--- config.mk ---
export PLATFORM = sky130hd
export DESIGN_NAME = shift_issue
export DESIGN_NICKNAME = d
export VERILOG_FILES = /design/src/rtl/shift_issue.sv
export SDC_FILE = /design/constraint.sdc
export NUM_CORES = 1
export LEC_CHECK = 0
export CORE_MARGIN = 5
export CORE_UTILIZATION = 41
export DETAILED_ROUTE_END_ITERATION = 6
export PLACE_DENSITY = 0.9
export SKIP_LAST_GASP = 1
export SLEW_MARGIN = 15
export SYNTH_ARGS = -nofsm -noshare
export SYNTH_HDL_FRONTEND = slang
export SYNTH_SLANG_ARGS = --single-unit
--- constraint.sdc ---
create_clock -name clk -period 3.5 [get_ports clk]
set_clock_uncertainty 0.05 [all_clocks]
set_input_delay 0.7 -clock clk [delete_from_list [all_inputs] [get_ports clk]]
set_output_delay 0.7 -clock clk [all_outputs]
set_load 0.005 [all_outputs]
--- src/rtl/shift_issue.sv ---
`default_nettype none
// ============================================================================
// Module   : shift_issue
// Brief    : Two-stage issue/retire wrapper around an external RV32I barrel
//            shifter, with valid/ready handshake, backpressure and flush.
// Revision : 1.0 - initial release
// ============================================================================
module shift_issue #(
    parameter int DWIDTH      = 32,
    parameter int SHIFTDWIDTH = $clog2(DWIDTH),
    parameter int RD_W        = 5
) (
    input  logic                   clk,
    input  logic                   rst,
    input  logic                   flush,
    // issue side
    input  logic                   in_valid,
    output logic                   in_ready,
    input  logic [2:0]             in_funct3,
    input  logic                   in_funct7b5,
    input  logic                   in_is_imm,
    input  logic [DWIDTH-1:0]      in_rs1,
    input  logic [DWIDTH-1:0]      in_rs2,
    input  logic [SHIFTDWIDTH-1:0] in_imm_shamt,
    input  logic [RD_W-1:0]        in_rd,
    // external combinational shifter
    output logic [DWIDTH-1:0]      sh_din,
    output logic [SHIFTDWIDTH-1:0] sh_shamt,
    output logic                   sh_l_r,
    output logic                   sh_a_l,
    input  logic [DWIDTH-1:0]      sh_dout,
    // retire side
    output logic                   out_valid,
    input  logic                   out_ready,
    output logic [DWIDTH-1:0]      out_data,
    output logic [RD_W-1:0]        out_rd,
    output logic                   out_err
);

    localparam logic [2:0] C_F3_SLL = 3'b001;
    localparam logic [2:0] C_F3_SR  = 3'b101;

    // stage 1: decoded operands
    logic                   r_s1_valid;
    logic [DWIDTH-1:0]      r_s1_din;
    logic [SHIFTDWIDTH-1:0] r_s1_shamt;
    logic                   r_s1_l_r;
    logic                   r_s1_a_l;
    logic [RD_W-1:0]        r_s1_rd;
    logic                   r_s1_err;

    // stage 2: registered result
    logic                   r_s2_valid;
    logic [DWIDTH-1:0]      r_out_data;
    logic [RD_W-1:0]        r_out_rd;
    logic                   r_out_err;

    logic                   w_s2_free;
    logic                   w_s1_adv;
    logic                   w_accept;
    logic                   w_is_sll;
    logic                   w_is_sr;
    logic                   w_err;
    logic [SHIFTDWIDTH-1:0] w_shamt;
    logic                   w_unused;

    assign w_s2_free = !r_s2_valid || out_ready;
    assign w_s1_adv  = r_s1_valid && w_s2_free;
    assign in_ready  = !r_s1_valid || w_s2_free;
    assign w_accept  = in_valid && in_ready;

    assign w_is_sll  = (in_funct3 == C_F3_SLL);
    assign w_is_sr   = (in_funct3 == C_F3_SR);
    assign w_err     = !((w_is_sll && !in_funct7b5) || w_is_sr);
    assign w_shamt   = in_is_imm ? in_imm_shamt : in_rs2[SHIFTDWIDTH-1:0];

    // Upper register-shamt bits carry no meaning for RV32I shifts.
    assign w_unused  = &{1'b0, in_rs2[DWIDTH-1:SHIFTDWIDTH]};

    always_ff @(posedge clk) begin
        if (rst) begin
            r_s1_valid <= 1'b0;
            r_s1_din   <= '0;
            r_s1_shamt <= '0;
            r_s1_l_r   <= 1'b0;
            r_s1_a_l   <= 1'b0;
            r_s1_rd    <= '0;
            r_s1_err   <= 1'b0;
        end else if (flush) begin
            r_s1_valid <= 1'b0;
        end else if (w_accept) begin
            r_s1_valid <= 1'b1;
            r_s1_din   <= in_rs1;
            r_s1_shamt <= w_shamt;
            r_s1_l_r   <= w_is_sll;
            r_s1_a_l   <= w_is_sr && in_funct7b5;
            r_s1_rd    <= in_rd;
            r_s1_err   <= w_err;
        end else if (w_s1_adv) begin
            r_s1_valid <= 1'b0;
        end
    end

    always_ff @(posedge clk) begin
        if (rst) begin
            r_s2_valid <= 1'b0;
            r_out_data <= '0;
            r_out_rd   <= '0;
            r_out_err  <= 1'b0;
        end else if (flush) begin
            r_s2_valid <= 1'b0;
        end else if (w_s1_adv) begin
            r_s2_valid <= 1'b1;
            // Illegal ops still retire in order, but with a zeroed result.
            r_out_data <= r_s1_err ? '0 : sh_dout;
            r_out_rd   <= r_s1_rd;
            r_out_err  <= r_s1_err;
        end else if (out_ready) begin
            r_s2_valid <= 1'b0;
        end
    end

    assign sh_din    = r_s1_din;
    assign sh_shamt  = r_s1_shamt;
    assign sh_l_r    = r_s1_l_r;
    assign sh_a_l    = r_s1_a_l && !r_s1_l_r;

    assign out_valid = r_s2_valid;
    assign out_data  = r_out_data;
    assign out_rd    = r_out_rd;
    assign out_err   = r_out_err;

endmodule
`default_nettype wire

After elaboration in Yosys (flattened, before gate mapping). Index checks and enable logic that the tools add are counted.

Mux-type cells: 6. Bitwise logic cells: 1. Reduce and logical (&&, ||, !) cells: 18. Eq/ne operators: 2.

Operators with widths (number): $mux 32 (1); $logic_and 1x1->1 (5); $logic_not 1->1 (5); $mux 5 (1); $mux 1 (4); $reduce_and 2->1 (2); $reduce_bool 2->1 (2); $eq 3x1->1 const B (1); $eq 3x3->1 const B (1); $logic_or 1x1->1 (3); $reduce_or 2->1 (1); $not 1->1 (1).

Flip-flop bits (word level): 85. Word-level logic and storage cells: 38. Output and inout bits: 79. Bits of input ports: 116.

Depth between registers and ports, before layout.
Word-level depth: 5. Depth in mapped cells: 6. Depth with buffers taken out: 4.

Least setup slack after synthesis. Ideal clock, no wire load.

Kind: input-to-output. Start: in out_ready. End: out in_ready. Stages on the path: 4. Arrival: 1.256 ns. Path slack: 1.494 ns. Path buffers: 2. Data required time: 2.750 ns. Cell sequence: and3b_1 buf_4 clkinv_4 buf_4.

Longest elaborated chain between the ends: 2.

Ends and longest elaborated chain: from (decl) (line 34) `input logic out_ready,`; $logic_or 1x1->1 (line 67) `assign w_s2_free = !r_s2_valid || out_ready;`; $logic_or 1x1->1 (line 69) `assign in_ready = !r_s1_valid || w_s2_free;`; to (decl) (line 18) `output logic in_ready,`.

No other way between the ends.

Worst setup path after layout. Same ends and word-level chain as after synthesis.

==> impl_metrics.xml <==
<?xml version="1.0" encoding="UTF-8"?>
<metrics>
  <group name="clock_network">
    <metric name="ctsRootBufferMaster" unit="">clkbuf_8</metric>
    <metric name="clock_insertion_delay_worst_skew" unit="ps">340</metric>
    <metric name="hold_buffers" unit="">0</metric>
    <metric name="post_cts.resized_instances" unit="">0</metric>
    <metric name="clock_sinks" unit="">85</metric>
    <metric name="post-cts-setup-buffer-count" unit="">0</metric>
    <metric name="cts.htree.levels" unit="">3</metric>
    <metric name="cts_tree" unit="">yes</metric>
    <metric name="ctsLongestPathBuffers" unit="">2</metric>
    <metric name="cts.clk_slew.worst_paths" unit="ps">80</metric>
    <metric name="tritoncts.num_buffers" unit="">9</metric>
  </group>
  <group name="global_routing">
    <metric name="grt_overflow" unit="">0</metric>
    <metric name="grt_start_max_net_pins" unit="">45</metric>
    <metric name="met2_track_demand_over_resource_in_global_routing" unit="%">33.25</metric>
    <metric name="grt_pass1_wl" unit="µm">16970</metric>
    <metric name="globalRouteMet3Util" unit="%">6.894</metric>
    <metric name="grt_use_met1" unit="%">25.04</metric>
    <metric name="global_route.peak_usage_layer" unit="">met2</metric>
    <metric name="global_route.usage.total" unit="%">20.41</metric>
    <metric name="grt_pass1_vias" unit="">3500</metric>
    <metric name="antenna_found_initial" unit="">1</metric>
  </group>
  <group name="logic_synthesis">
    <metric name="ys_ff_latch" unit="">85</metric>
    <metric name="synth_nets" unit="">513</metric>
    <metric name="synth_edf_count" unit="">0</metric>
    <metric name="postSynth.asyncResetShare" unit="%">0</metric>
    <metric name="synthFlopType" unit="">dfxtp_1</metric>
    <metric name="yosys.cell_types.count" unit="">25</metric>
    <metric name="postSynthAreaPerCell" unit="µm²">8.727</metric>
    <metric name="yosysWarningCount" unit="">0</metric>
    <metric name="post_synth_instance_area" unit="µm²">3465</metric>
    <metric name="ys_seq_area_share" unit="%">49.12</metric>
    <metric name="synthesis.instances" unit="">397</metric>
  </group>
  <group name="placement">
    <metric name="port_buffers" unit="">167</metric>
    <metric name="hpwl" unit="µm">7730</metric>
    <metric name="globalplace.congestion" unit="">0.7696</metric>
  </group>
  <group name="power">
    <metric name="power_leakage" unit="nW">1.772</metric>
    <metric name="power-per-cell-area" unit="nW/µm²">383.2</metric>
    <metric name="totalPowerFinal" unit="W">0.002039</metric>
    <metric name="pwr-share-seq" unit="%">50.0</metric>
    <metric name="p_comb_share" unit="%">13.4</metric>
    <metric name="vdd.ir_drop.worst" unit="µV">255.0</metric>
    <metric name="internal_power" unit="W">0.001575</metric>
    <metric name="sw_share" unit="%">22.76</metric>
    <metric name="part_of_the_power_in_the_clock_network" unit="%">36.6</metric>
    <metric name="switchingPower" unit="W">0.0004643</metric>
  </group>
  <group name="sta">
    <metric name="fin_setup_tns" unit="ps">0</metric>
    <metric name="min_period" unit="ps">2768</metric>
    <metric name="final_max_slew_violation_count" unit="">0</metric>
    <metric name="final_worst_path_cycle_share" unit="%">79.08</metric>
    <metric name="hold_viol_final" unit="">0</metric>
    <metric name="grt_setup_unrepaired" unit="">false</metric>
    <metric name="worst_slew_pin_slew" unit="ps">964.4</metric>
    <metric name="setup_viol" unit="">0</metric>
    <metric name="fmax" unit="MHz">361.3</metric>
    <metric name="worst_slew_margin_rel" unit="%">35.62</metric>
  </group>
  <group name="die">
    <metric name="die_y" unit="µm">101.9</metric>
    <metric name="die_w" unit="µm">101.9</metric>
    <metric name="core" unit="µm²">8217</metric>
    <metric name="fp-row-count" unit="">33</metric>
    <metric name="start_util" unit="%">42.17</metric>
    <metric name="die_area" unit="µm²">10390</metric>
    <metric name="num_io_pins" unit="">195</metric>
  </group>
  <group name="routing">
    <metric name="drt-pass1-iter-count" unit="">5</metric>
    <metric name="vias" unit="">3615</metric>
    <metric name="routed_wirelength_normalized_by_instance_count" unit="µm">16.88</metric>
    <metric name="final_antenna_net_count" unit="">0</metric>
    <metric name="drc" unit="">0</metric>
    <metric name="post_drt_via_cell_ratio" unit="">5.570</metric>
    <metric name="wl" unit="µm">10960</metric>
    <metric name="drt_first_iter_violations" unit="">135</metric>
  </group>
  <group name="setup_path">
    <metric name="worstPathBufferInverterCount" unit="">3</metric>
    <metric name="path_class" unit="">input pin to output pin</metric>
    <metric name="path_cells" unit="">clkdlybuf4s50_1 &gt; and3b_1 &gt; clkinv_4 &gt; clkdlybuf4s50_1</metric>
    <metric name="origin_of_the_worst_setup_path" unit="">out_ready</metric>
    <metric name="timing.critical_path.to_type" unit="">output pin</metric>
    <metric name="worst_path_slowest_cell" unit="">clkdlybuf4s50_1</metric>
    <metric name="crit_family" unit="">buffers and inverters</metric>
    <metric name="cpMostUsedCell" unit="">clkdlybuf4s50_1</metric>
    <metric name="critPathMaxStageDelay" unit="ps">510</metric>
    <metric name="critPathMaxFanout" unit="">3</metric>
    <metric name="cp_data_required_time" unit="ps">2750</metric>
    <metric name="regToRegStartpoint" unit="">out_valid</metric>
    <metric name="arrival" unit="ps">2020</metric>
    <metric name="worstSetupStartpointType" unit="">input pin</metric>
  </group>
  <group name="cells_and_area">
    <metric name="nFillCells" unit="">706</metric>
    <metric name="layout.nets" unit="">655</metric>
    <metric name="post_route_cells_drive_above_1_share" unit="%">5.882</metric>
    <metric name="most-common-layout-cells" unit="">clkdlybuf4s50_1, dfxtp_1, a21oi_1, o21ai_0, nand3_1</metric>
    <metric name="syn2layout_area_growth" unit="%">53.59</metric>
    <metric name="mostFrequentLayoutCell" unit="">clkdlybuf4s50_1</metric>
    <metric name="antenna_cells" unit="">0</metric>
  </group>
  <group name="run_status">
    <metric name="outcome" unit="">completed</metric>
  </group>
  <group name="run">
    <metric name="maxCapViolations" unit="">0</metric>
  </group>
  <group name="worst_hold_path">
    <metric name="hold_path.startpoint" unit="">r_s1_rd[1]</metric>
    <metric name="worstHoldPathType" unit="">register to register</metric>
  </group>
</metrics>
## path summary, 6_finish.rpt
| path | cells after the start | end | slack, ps |
|---|---|---|---|
| max | 4 | in_ready | 730 |
| max reg2reg | 4 | out_data[21] | 1880 |
| min reg2reg | 2 | out_rd[1] | 420 |
| min | 2 | out_rd[1] | 420 |
## worst min-delay path: stages, from the launching register on
cell	delay [ps]
dfxtp_1	320
nand3_1	60
a21oi_1	50
## state kept, by name, indices dropped and copies added (netlist names)
register and cells:
sh_din 32, out_valid 1, out_rd 5, out_data 32, r_s1_rd 5, sh_shamt 5, r_s1_a_l 1, r_s1_valid 1
sh_l_r 1, r_s1_err 1, out_err 1
## cell type report
cell class	count	area, µm²	share of cell area [%]
clock inverter	6	87.58	1.646
timing repair buffer	178	1749	32.87
sequential	85	1702	31.98
inverter	1	8.758	0.1646
clock buffer	10	127.6	2.398
tap	105	131.4	2.469
multi-input combinational	264	1515	28.47
## Yosys cell counts, types with 3 or more instances
library cell	instances	share of area, %
dfxtp_1	85	49
a21oi_1	83	12
o21ai_0	68	9.8
nand3_1	43	6.2
nand4b_1	33	8.3
clkbuf_1	16	1.7
buf_2	13	1.9
buf_4	12	2.6
o21ai_1	9	1.3
a211oi_1	5	1.1
mux2i_1	5	1.4
nand2b_1	4	0.72
nor2b_1	4	0.72
clkbuf_2	3	0.43
## metal layers
metal	vias to the layer above	share of wire [%]
met5	-	0.064
met4	2	2.3
met3	25	10
met2	160	47
met1	1693	40
li1	1735	-
## metrics by stage
step                      setup slack [ps]  cell area [µm²]  hold slack (ps)  utilization [%]  instances
after global placement               735.1             5106            402.2            62.14        633
after global routing                 684.2             5321            451.6            64.76        649
after floorplan                       1494             3465            390.3                -        397
after CTS                            727.4             5321            420.0            64.76        649
after detailed placement             740.5             5106            408.0            62.14        633
final                                732.0             5321            419.8            64.76        649
## cells by family after synthesis
family / share of synthesized area, %
mux: 1.445
compound gates: 24.45
flops: 49.12
simple gates: 17.55
buf+inv: 7.440
## power by group through the flow
stage	sequential [W]	clock, W	combinational [W]
3_5_place_dp	0.00104	0	0.000273
2_1_floorplan	0.00104	0	0.0000957
4_1_cts	0.00102	0.000764	0.000274
3_3_place_gp	0.00104	0	0.000267
6_report	0.00102	0.000746	0.000273
5_1_grt	0.00102	0.000809	0.000295
No activity file was read; power rests on OpenSTA's default activity.
==> edit 1: new RTL, config.mk and constraints unchanged <==
Reset style: asynchronous (`rst`), changed in 2 clocked blocks.
--- a/src/rtl/shift_issue.sv
+++ b/src/rtl/shift_issue.sv
@@ -79,3 +79,3 @@
 
-    always_ff @(posedge clk) begin
+    always_ff @(posedge clk or posedge rst) begin
         if (rst) begin
@@ -103,3 +103,3 @@
 
-    always_ff @(posedge clk) begin
+    always_ff @(posedge clk or posedge rst) begin
         if (rst) begin
Check against the original RTL: differs if rst is asserted again (counterexample within 4 cycles, from zero or initial values and one cycle with rst high); with rst held inactive, the same outputs for 10 cycles.
==> edit 1 against the original RTL <==
- worst setup slack improved by 0.11 ns
- synthesized area rose by 10%
- sequential cell count unchanged
- synthesized cell count shrank 42%
- final area rose by 7.0%
- via count decreased by 31%
- highest routed layer is now met4
- routed wire length is 18% lower
- die area is 9.0% higher
- register-to-register slack worse by 0.25 ns
- non-clock buffer count decreased by 7
- largest cell class is now flip-flops and latches
Power is not compared: it rests on default switching activity, and its combinational part moved more than twofold at a synthesized area within 25%.
==> edit 1: results <==
export IMPL_placedInstanceArea_um2=5510
export IMPL_portBuffers=167
export IMPL_maximum_number_of_pins_on_one_net_before_global_route_repair=50
export IMPL_clockRootBuffer="sky130_fd_sc_hd__clkbuf_8"
export IMPL_timing_critical_path_from="out_ready"
export IMPL_placed_cells=502
export IMPL_ys_seq_area_frac=0.558
export IMPL_reg2reg_from="out_valid"
export IMPL_dr_pass1_iters=3
export IMPL_min_from="sh_shamt[4]"
export IMPL_finalWeightedCongestion=0.681
export IMPL_antenna_found_initial=0
export IMPL_global_route_usage_total=0.161
export IMPL_vias_per_cell=4.82
export IMPL_powerDensity_nw_per_um2=454
export IMPL_portion_of_netlist_area_occupied_by_mux_cells=0.319
export IMPL_synthAdderAreaFrac=0
export IMPL_cts_repair_resized=0
export IMPL_postSynthNetCount=348
export IMPL_worstPathMaxFanout=3
export IMPL_cts_htree_levels=3
export IMPL_synth_area_top_cells="sky130_fd_sc_hd__dfrtp_1, sky130_fd_sc_hd__mux2_4, sky130_fd_sc_hd__mux2_2"
export IMPL_synth_compound_area_share=0.00263
export IMPL_drive_above_1_share=0.275
export IMPL_cts_max_path_buffers=2
export IMPL_status="completed"
export IMPL_postSynthCellCount=232
export IMPL_drt_wl_total_mm=8.99
export IMPL_initialDrtViolationCount=31
export IMPL_vdd_ir_drop_max_mv=0.313
export IMPL_synth_top_cell_area_share=0.558
export IMPL_min_path_type="flop to flop"
export IMPL_finalNetCount=518
export IMPL_cts_buffers_inserted=9
export IMPL_layout_filler_cells=704
export IMPL_post_synth_xor_area_fraction=0
export IMPL_critical_path_arrival_ns=1.91
export IMPL_maxSlewHeadroom=0.253
export IMPL_detailroute_via_count=2497
export IMPL_dpl_hpwl_mm=6.74
export IMPL_overall_overflow_remaining_after_global_route=0
export IMPL_insertedDiodeCount=0
export IMPL_yosys_warnings=0
export IMPL_p_leak_nw=2.55
export IMPL_clkTransAtPathRegs_ns=0.09
export IMPL_worst_skew_pair_late_latency_ns=0.35
export IMPL_asyncSetResetFlopFracSynth=1.00
export IMPL_post_synth_num_cell_types=17
export IMPL_grt_pass1_wl_mm=14.6
export IMPL_post_cts_setup_buffer_count=0
export IMPL_post_synth_most_frequent_cells="sky130_fd_sc_hd__dfrtp_1, sky130_fd_sc_hd__mux2_4, sky130_fd_sc_hd__nor2b_1"
export IMPL_grt_pass1_vias=2889
## edit 1: cell types whose count changed in the layout (fill, tap and decap cells not counted), moves of 8 or more
cell                       unedited run  this run
sky130_fd_sc_hd__dfrtp_1              0        85
sky130_fd_sc_hd__nor2b_1              2        35
sky130_fd_sc_hd__nand4b_1            33         0
sky130_fd_sc_hd__a21oi_1             83         1
sky130_fd_sc_hd__mux2_4               0        60
sky130_fd_sc_hd__nand3_1             43         0
sky130_fd_sc_hd__buf_4               11         3
sky130_fd_sc_hd__mux2_2               0        28
sky130_fd_sc_hd__o21ai_0             68         1
sky130_fd_sc_hd__o21ai_1              9         0
sky130_fd_sc_hd__dfxtp_1             85         0
## edit 1: final timing paths
kind | to | slack (ns) | cells after the start
setup / recovery | in_ready | 0.84 | 3
hold / removal | sh_shamt[4] | 0.46 | 1
setup reg to reg | out_rd[0] | 1.63 | 4
hold reg to reg | sh_shamt[4] | 0.46 | 1
max in group asynchronous | sh_shamt[4] | 2.01 | 3
min in group asynchronous | sh_din[27] | 0.70 | 2
## edit 1: critical path: stages
cell                              delay [ns]
sky130_fd_sc_hd__clkdlybuf4s50_1        0.53
sky130_fd_sc_hd__nand3b_4               0.16
sky130_fd_sc_hd__clkdlybuf4s50_1        0.52
## edit 1: through the flow
step / total power, mW / setup WS (ns)
global placement: 1.93 / 0.840
finish: 2.58 / 0.839
floorplan: 1.52 / 0.557
detailed placement: 1.96 / 0.831
global route: 2.71 / 0.808
CTS: 2.62 / 0.828
## edit 1: final cells by class
cell class / count / area share
well taps: 111 / 0.0244
clock inverters: 7 / 0.00989
clock buffers: 9 / 0.0218
inverters: 3 / 0.00220
repair buffers: 171 / 0.301
flip-flops and latches: 85 / 0.374
multi-input cells: 132 / 0.267
## edit 1: metal layers
layer | track usage | vias to the layer above | share of wire
met3 | 0.0571 | 6 | 0.073
li1 | - | 1128 | -
met4 | 0.0384 | 0 | 0.0073
met5 | 0 | - | 0
met2 | 0.288 | 95 | 0.53
met1 | 0.185 | 1268 | 0.39
## edit 1: cells by family (layout without fill, tap and decap cells)
family / count (synthesis) / in the layout
AND/OR/NAND/NOR: 42 / 42
flip-flops: 85 / 85
buffers and inverters: 15 / 190
multiplexers: 88 / 88
AO/OA/AOI/OAI: 2 / 2
## edit 1: power breakdown
part	internal (mW)	switching, mW
logic	0.515	0.189
registers	1.13	0.0998
clock network	0.267	0.381
==> edit 2: new RTL, config.mk and constraints unchanged <==
Without the edit above. `RD_W`: 5 -> 10.
--- a/src/rtl/shift_issue.sv
+++ b/src/rtl/shift_issue.sv
@@ -10,3 +10,3 @@
     parameter int SHIFTDWIDTH = $clog2(DWIDTH),
-    parameter int RD_W        = 5
+    parameter int RD_W        = 10
 ) (
Interface: changed (resized in_rd and out_rd); port bits go from 195 to 205. No check against the original RTL was run, so the function may have changed too.
==> edit 2 against the original RTL <==
- sequential cell count up 10
- total power up 6.9%
- sequential share of layout area up 0.81 points
- clock power about the same
- routed wire length up 9.4%
- register-to-register slack about the same
- synthesized area up 10%
- cell count up 8.6%
- final area up 9.0%
- worst setup slack better by 0.034 ns
- critical path type unchanged
==> edit 2: results <==
export IMPL_status="completed"
export IMPL_fin_hold_ws_ns=0.418
export IMPL_detailroute_via_count=3894
export IMPL_multiInputGateArea_um2=1690
export IMPL_grt_pass1_vias=4012
export IMPL_routed_wl_met2_mm=5.97
export IMPL_critical_path_arrival_ns=1.98
export IMPL_worst_path_largest_cell_delay_ns=0.53
export IMPL_min_from="r_s1_rd[2]"
export IMPL_dpl_hpwl_mm=8.44
export IMPL_layout_sequential_cells=95
export IMPL_layout_filler_cells=761
export IMPL_clkPwrFrac=0.343
export IMPL_layout_non_clock_buffers=188
export IMPL_grt_pass1_wl_mm=19.2
export IMPL_n_multi_input_combinational_cell=294
export IMPL_portBuffers=177
export IMPL_maximum_number_of_pins_on_one_net_before_global_route_repair=51
export IMPL_maxSlewHeadroom=0.335
export IMPL_antenna_found_initial=0
export IMPL_postSynthNetCount=565
export IMPL_drive_above_1_share=0.0623
export IMPL_top_layer="met4"
export IMPL_met3RoutedLength_mm=1.04
export IMPL_internal_power_mw=1.69
export IMPL_ys_seq_area_frac=0.498
export IMPL_p_leak_nw=1.92
export IMPL_final_nonclk_buf_share=0.319
export IMPL_min_delay_worst_endpoint="out_rd[2]"
export IMPL_total_power_mw=2.18
export IMPL_finalWeightedCongestion=0.725
export IMPL_pre_cts_slack_ns=0.780
export IMPL_groute_layer_met1_usage=0.234
export IMPL_initialDrtViolationCount=169
export IMPL_power_frac_seq=0.523
export IMPL_wirelength_met1_mm=4.76
export IMPL_use_met3=0.0680
export IMPL_seq_share=0.328
export IMPL_synth_area_top_cells="sky130_fd_sc_hd__dfxtp_1, sky130_fd_sc_hd__a21oi_1, sky130_fd_sc_hd__o21ai_0"
export IMPL_clock_cell_area_share=0.0375
export IMPL_layout_clock_buffers=12
export IMPL_finalNetCount=710
export IMPL_global_route_usage_total=0.207
-- edit 2: cell types whose count changed in the layout (fill, tap and decap cells not counted), moves of 5 or more --
cell / before / now
sky130_fd_sc_hd__a211oi_1: 5 / 0
sky130_fd_sc_hd__a211oi_2: 0 / 5
sky130_fd_sc_hd__a21oi_1: 83 / 93
sky130_fd_sc_hd__clkdlybuf4s50_1: 166 / 176
sky130_fd_sc_hd__dfxtp_1: 85 / 95
sky130_fd_sc_hd__nand3_1: 43 / 53
sky130_fd_sc_hd__o21ai_0: 68 / 58
sky130_fd_sc_hd__o21ai_1: 9 / 29
-- edit 2: per-stage QoR --
step,instance area (um^2),utilization,instances
after floorplan,3820,-,444
after global placement,5580,0.610,689
after detailed placement,5580,0.610,689
after CTS,5800,0.634,705
after global routing,5800,0.634,705
final,5800,0.634,705
-- edit 2: cell families after synthesis --
kind of cell	after synthesis	synth area share
flops	95	0.498
simple gates	103	0.172
mux	5	0.0131
compound gates	186	0.255
buf+inv	55	0.0619
